$ cat src/rtl/serial_adder_pkg.sv
// Shared types and constants for the bit-serial adder controller.
package serial_adder_pkg;

    typedef enum logic [1:0] {
        IDLE = 2'b00,
        RUN  = 2'b01,
        DONE = 2'b10
    } state_t;

    localparam int DEFAULT_WIDTH = 8;

endpackage

$ cat src/rtl/serial_adder_full_adder.sv
// One-bit full adder composed of two half adders and an OR gate.
module full_adder (
    input  logic a,
    input  logic b,
    input  logic ci,
    output logic s,
    output logic co
);

    logic w_ha0_s;
    logic w_ha0_c;
    logic w_ha1_c;

    // first half adder combines the operands, second folds in the carry
    assign w_ha0_s = a ^ b;
    assign w_ha0_c = a & b;
    assign s       = w_ha0_s ^ ci;
    assign w_ha1_c = w_ha0_s & ci;
    assign co      = w_ha0_c | w_ha1_c;

endmodule

$ cat src/rtl/serial_adder_ctrl.sv
// Bit-serial adder: shares one full adder across all WIDTH bit positions,
// LSB first, with valid/ready handshakes on request and result.
module serial_adder_ctrl
    import serial_adder_pkg::*;
#(
    parameter int WIDTH = DEFAULT_WIDTH
) (
    input  logic             clk,
    input  logic             rst,
    input  logic             start_valid,
    output logic             start_ready,
    input  logic [WIDTH-1:0] a_in,
    input  logic [WIDTH-1:0] b_in,
    input  logic             cin,
    output logic             done_valid,
    input  logic             done_ready,
    output logic [WIDTH-1:0] sum_out,
    output logic             cout,
    output logic             busy
);

    localparam int              CNT_W    = (WIDTH > 1) ? $clog2(WIDTH) : 1;
    localparam logic [CNT_W-1:0] LAST_BIT = CNT_W'(WIDTH - 1);

    state_t           r_state;
    state_t           w_state_nxt;
    logic [WIDTH-1:0] r_a_sr;
    logic [WIDTH-1:0] r_b_sr;
    logic [WIDTH-1:0] r_sum_sr;
    logic             r_carry;
    logic [CNT_W-1:0] r_bit_cnt;
    logic             w_fa_s;
    logic             w_fa_co;
    logic             w_accept;
    logic             w_last_bit;

    full_adder u_full_adder (
        .a  (r_a_sr[0]),
        .b  (r_b_sr[0]),
        .ci (r_carry),
        .s  (w_fa_s),
        .co (w_fa_co)
    );

    assign w_accept   = start_valid && (r_state == IDLE);
    assign w_last_bit = (r_bit_cnt == LAST_BIT);

    always_ff @(posedge clk or posedge rst) begin
        if (rst) begin
            r_state <= IDLE;
        end else begin
            r_state <= w_state_nxt;
        end
    end

    always_comb begin
        w_state_nxt = r_state;
        case (r_state)
            IDLE:    if (start_valid) w_state_nxt = RUN;
            RUN:     if (w_last_bit)  w_state_nxt = DONE;
            DONE:    if (done_ready)  w_state_nxt = IDLE;
            default: w_state_nxt = IDLE;
        endcase
    end

    // Counter holds at WIDTH-1 on the final bit so it never wraps mid-operation.
    always_ff @(posedge clk or posedge rst) begin
        if (rst) begin
            r_a_sr    <= '0;
            r_b_sr    <= '0;
            r_sum_sr  <= '0;
            r_carry   <= 1'b0;
            r_bit_cnt <= '0;
        end else if (w_accept) begin
            r_a_sr    <= a_in;
            r_b_sr    <= b_in;
            r_sum_sr  <= '0;
            r_carry   <= cin;
            r_bit_cnt <= '0;
        end else if (r_state == RUN) begin
            r_a_sr    <= {1'b0, r_a_sr[WIDTH-1:1]};
            r_b_sr    <= {1'b0, r_b_sr[WIDTH-1:1]};
            r_sum_sr  <= {w_fa_s, r_sum_sr[WIDTH-1:1]};
            r_carry   <= w_fa_co;
            if (!w_last_bit) begin
                r_bit_cnt <= r_bit_cnt + 1'b1;
            end
        end
    end

    assign start_ready = (r_state == IDLE);
    assign done_valid  = (r_state == DONE);
    assign busy        = (r_state == RUN) || (r_state == DONE);
    assign sum_out     = r_sum_sr;
    assign cout        = r_carry;

endmodule

$ cat config.mk
export PLATFORM = sky130hd
export DESIGN_NAME = serial_adder_ctrl
export DESIGN_NICKNAME = d
export VERILOG_FILES = /design/src/rtl/serial_adder_pkg.sv /design/src/rtl/serial_adder_full_adder.sv /design/src/rtl/serial_adder_ctrl.sv
export SDC_FILE = /design/constraint.sdc
export NUM_CORES = 1
export LEC_CHECK = 0
export CORE_MARGIN = 3
export CORE_UTILIZATION = 25
export CTS_CLUSTER_SIZE = 30
export DETAILED_ROUTE_END_ITERATION = 6
export PLACE_DENSITY = 0.42
export SYNTH_ARGS = -nofsm -noshare
export SYNTH_HDL_FRONTEND = slang
export SYNTH_SLANG_ARGS = --single-unit
$ cat constraint.sdc
create_clock -name clk -period 2.25 [get_ports clk]
set_clock_uncertainty 0.05 [all_clocks]
set_input_delay 0.225 -clock clk [delete_from_list [all_inputs] [get_ports clk]]
set_output_delay 0.225 -clock clk [all_outputs]
set_load 0.05 [all_outputs]
# After elaboration in Yosys (flattened, before gate mapping)
# Index checks and enable logic that the tools add are counted.
# classes
n_addsub	1
eq_ne	7
n_mux	15
bitwise	5
reduce_logical	6
# ops
cell	count
2-to-1 mux 8 bit	6
2-to-1 mux 3 bit	3
2-to-1 mux 2 bit	3
!= test 2 bit (second input constant)	3
case mux 2 bit (3 select lines)	1
adder 3 x 1 -> 3 bit (second input constant)	1
equality test 3 bit (second input constant)	1
AND reduction 3 bit	1
bitwise AND 1 bit	2
equality test 2 x 1 -> 1 bit (second input constant)	1
equality test 2 bit (second input constant)	1
zero test 2 bit	1
2-to-1 mux 1 bit	2
!= test 2 x 1 -> 1 bit (second input constant)	1
AND reduction 2 bit	1
nonzero test 2 bit	1
bitwise XOR 1 bit	2
logical AND 1 bit	1
logical OR 1 bit	1
bitwise OR 1 bit	1
# word_totals
reg_bits	30

# Longest topological paths before layout
# Gate-level depths: netlist of the first run.
# depth
word_depth	5
depth_mapped	7

# By module
# From an unflattened synthesis of the first run, not the netlist that was laid out.
# unflattened
hier_cells	129
area_unflattened_um2	1461.4
# modules_own_cells
module	n_inst	cells_per_inst	area_per_inst_um2
serial_adder_ctrl	1	128	1441.4
full_adder	1	1	20.0

# Worst setup path after synthesis of the first run
# Ideal clock, no wire load.
# synth_timing
kind	reg-to-reg
start	register r_state[0]
end	register r_a_sr[0]
arrival_ps	1627
t_required_ps	2077
slack_ps	450
stages_incl_launch_ff	7
path_buffers	2
path_cell_list	dfrtp_1 -> inv_1 -> ha_1 -> and2_1 -> buf_2 -> buf_2 -> o21ai_1
# synth_via
elab_chain_len	3
word_cells_on_any_way	5
# synth_lines
element	line	text
start: declaration	serial_adder_ctrl.sv:25	state_t r_state;
start signal: assignment	serial_adder_ctrl.sv:52	r_state <= w_state_nxt;
zero test 2 bit *	-	
named net start_ready	serial_adder_ctrl.sv:11	output logic start_ready,
logical AND 1 bit *	serial_adder_ctrl.sv:45	assign w_accept = start_valid && (r_state == IDLE);
2-to-1 mux 8 bit or nonzero test 2 bit (tied branches)	-	
end signal: assignment	serial_adder_ctrl.sv:75	r_a_sr <= a_in;
end signal: assignment	serial_adder_ctrl.sv:81	r_a_sr <= {1'b0, r_a_sr[WIDTH-1:1]};
end: declaration	serial_adder_ctrl.sv:27	logic [WIDTH-1:0] r_a_sr;
# The timed path passes the listed nets; every way through them passes the cells marked *.
# A chain may end at the register's enable or synchronous reset.

# Worst setup path in the final report of the first run
# layout_timing
start	register r_state[1]
end	output port start_ready
# layout_via
elab_chain_len	1
# layout_lines
element	line	text
zero test 2 bit	serial_adder_ctrl.sv:91	assign start_ready = (r_state == IDLE);
end: declaration	serial_adder_ctrl.sv:11	
# No other way between the ends.

==> impl_metrics.toml, run 1 <==
[sta]
setup_viol = 0
hold_viol_final = 0
rsz0062_at_grt = "no"
timing.fmax_mhz = 464.6
slew_viol_final = 0
setup_ws_ns = 0.09753
finalCriticalPeriod_ns = 2.152
tightest_slew_ns = 0.5044
timing.slew.headroom_pct = 66.27
tns_ns = 0
period_share_pct = 95.67
timing.hold.ws_ns = 0.2706

[logic_synthesis]
synth_compound_area_share_pct = 8.433
ys_types = 18
synth-xor-area-share_pct = 0.5963
yosys-mux-area-fraction_pct = 17.72
syn_nets = 162
ys_ff_latch = 30
yosysWarnings = 0
yosys.area_share.simple_pct = 9.625
yosysSeqAreaShare_pct = 51.11
synthAdderAreaFrac_pct = 7.325
synth_top_family_by_area = "multiplexers"
avgSynthCellArea_um2 = 11.04
syn_area_mm2 = 0.001469
synthCells = 133

[grt]
grt_pass1_wl_um = 4788
grtUsageTotal_pct = 9.563
grt_max_degree = 46
antenna_found_initial = 0
grt_pass1_vias = 1026
grt_overflow = 0

[routing]
vias = 1007
wl_um = 2933
drc_errors = 0
dr.pass1.iters = 3
wl_per_cell_um = 12.17
vias_per_cell = 4.178
ant_nets = 0
drt-initial-drc-count = 45

[final_layout]
fin_nets = 197
final_cell_mix = "clkdlybuf4s50_1, dfrtp_1, mux2i_1, nand2_1, o21ai_1"
finish.instance_area_mm2 = 0.001954
area_delta_synth_final_pct = 33.05
final_util_pct = 34.85
drive_gt1_share_pct = 8.876
final_cells = 241
final_common_cell = "clkdlybuf4s50_1"
antenna_cells = 0

[worst_setup_path]
start_kind = "flop"
cp.arrival_ns = 1.88
critPathMaxStageDelay_ns = 0.83
crit_fanout = 4
ff2ff_path_depth = 5
crit_chain = "inv_1 -> ha_1 -> clkdlybuf4s50_1"
cp_data_required_time_ns = 1.98
cp-end-kind = "output pin"
r2r_slack_ns = 0.61
critical_path_class = "flop to output pin"
slowest_stage = "clkdlybuf4s50_1"

[placement]
placed_area_mm2 = 0.001863
numPortBuffers = 32
post-dp-hpwl_um = 2131
gp_congestion = 0.6530
dp.cells = 233
dp_slack_ns = 0.3957

[cts]
clkTransAtPathRegs_ns = 0.06
cts.repair.resized = 0
htree_num_levels = 2
post_cts_buffers = 0
cts_root_buffer = "clkbuf_8"
clockBufferDepth = 2
clock_sinks = 30
clock_latency_ns = 0.27
hold_buffers = 0
numCtsBuffers = 5
cts_tree = "built"

[hold_path]
hold_class = "input port to async pin"

[pwr]
power_mw = 2.820
p_leak_nw = 0.8775
peakVddDrop_uv = 563.2
powerDensity_mw_per_mm2 = 1443

[die]
dieWidth_um = 82.65
ios = 33
die_area_mm2 = 0.006831
rows = 27
core_area_mm2 = 0.005608
die_height_um = 82.65
start_util_pct = 26.19

[outcome]
status = "complete, no violations"

[job]
max_cap_viol_count = 0
-- worst max-delay path, delay by kind of cell, from the launching register on --
kind / cells / cell delay (ns)
adders and majority gates: 1 / 0.25
buffers and inverters: 2 / 0.96
DFF: 1 / 0.40
-- cells by family (layout without fill, tap and decap cells) --
| family | count (synthesis) | in the layout |
|---|---|---|
| buf+inv | 16 | 52 |
| simple gates | 33 | 33 |
| compound gates | 20 | 20 |
| xor+xnor | 1 | 1 |
| flops | 30 | 30 |
| mux | 25 | 25 |
| fa+ha+maj | 8 | 8 |
-- report_power, final --
group | internal (mW) | switching, mW
clock | 0.246 | 0.185
combinational | 0.620 | 0.851
sequential | 0.777 | 0.141
total | 1.64 | 1.18
-- layout make-up --
cell class / count / area, um2
Clock buffer: 7 / 86.33
Clock inverter: 1 / 5.005
Fill cell: 579 / 3654
Inverter: 8 / 30.03
Multi-Input combinational cell: 87 / 641.9
Sequential cell: 30 / 750.7
Tap cell: 72 / 90.09
Timing Repair Buffer: 36 / 350.3
-- Yosys cell counts --
cell	count	share of area [%]
o21ai_0	1	0.34
a221oi_4	1	1.8
ha_1	7	6.0
nand2_1	18	4.6
buf_6	1	0.77
xnor2_1	1	0.60
nor2_1	11	2.8
o21ai_1	17	5.8
mux2_4	2	2.0
and2_1	1	0.43
mux2i_1	23	16
fa_1	1	1.4
nand2b_1	2	0.85
a211oi_1	1	0.51
buf_2	7	2.4
nor2b_4	1	0.94
dfrtp_1	30	51
inv_1	8	2.0
-- path summary, 6_finish.rpt --
| kind | startpoint | endpoint |
|---|---|---|
| min in group clk | b_in[4] | r_b_sr[4] |
| max in group asynchronous | rst | r_b_sr[6] |
| worst max-delay path | r_state[1] | start_ready |
| worst max register to register | r_state[1] | cout |
| worst min register to register | sum_out[0] | sum_out[0] |
| worst min-delay path | rst | r_bit_cnt[0] |
-- registers in the layout, summed over array words and instances (netlist names) --
| register | cells |
|---|---|
| r_b_sr | 8 |
| r_bit_cnt | 3 |
| sum_out | 8 |
| r_state | 2 |
| r_a_sr | 8 |
| cout | 1 |
-- layer usage --
layer | GRT usage (%) | share of wire [%] | vias up | wire length, um
met5 | 0 | 0 | - | 0
met4 | 4.412 | 2.2 | 0 | 65
met3 | 3.688 | 5.6 | 6 | 163
met2 | 15.46 | 51 | 20 | 1489
met1 | 11.14 | 41 | 472 | 1215
li1 | - | - | 509 | -
Power figures use the tool's default switching activity.
==> run 2, diff against run 1 <==
--- a/config.mk
+++ b/config.mk
@@ -10,6 +10,7 @@
 export CTS_CLUSTER_SIZE = 30
 export DETAILED_ROUTE_END_ITERATION = 6
 export PLACE_DENSITY = 0.42
+export SLEW_MARGIN = 30
 export SYNTH_ARGS = -nofsm -noshare
 export SYNTH_HDL_FRONTEND = slang
 export SYNTH_SLANG_ARGS = --single-unit
==> results of run 2 <==
Final layout, timing and power as in run 1 (identical DEF).
==> run 3, diff against run 2 <==
--- a/config.mk
+++ b/config.mk
@@ -5,6 +5,7 @@
 export SDC_FILE = /design/constraint.sdc
 export NUM_CORES = 1
 export LEC_CHECK = 0
+export ABC_CLOCK_PERIOD_IN_PS = 2250
 export CORE_MARGIN = 3
 export CORE_UTILIZATION = 25
 export CTS_CLUSTER_SIZE = 30
==> results of run 3 <==
Final layout, timing and power as in run 1 (identical DEF).
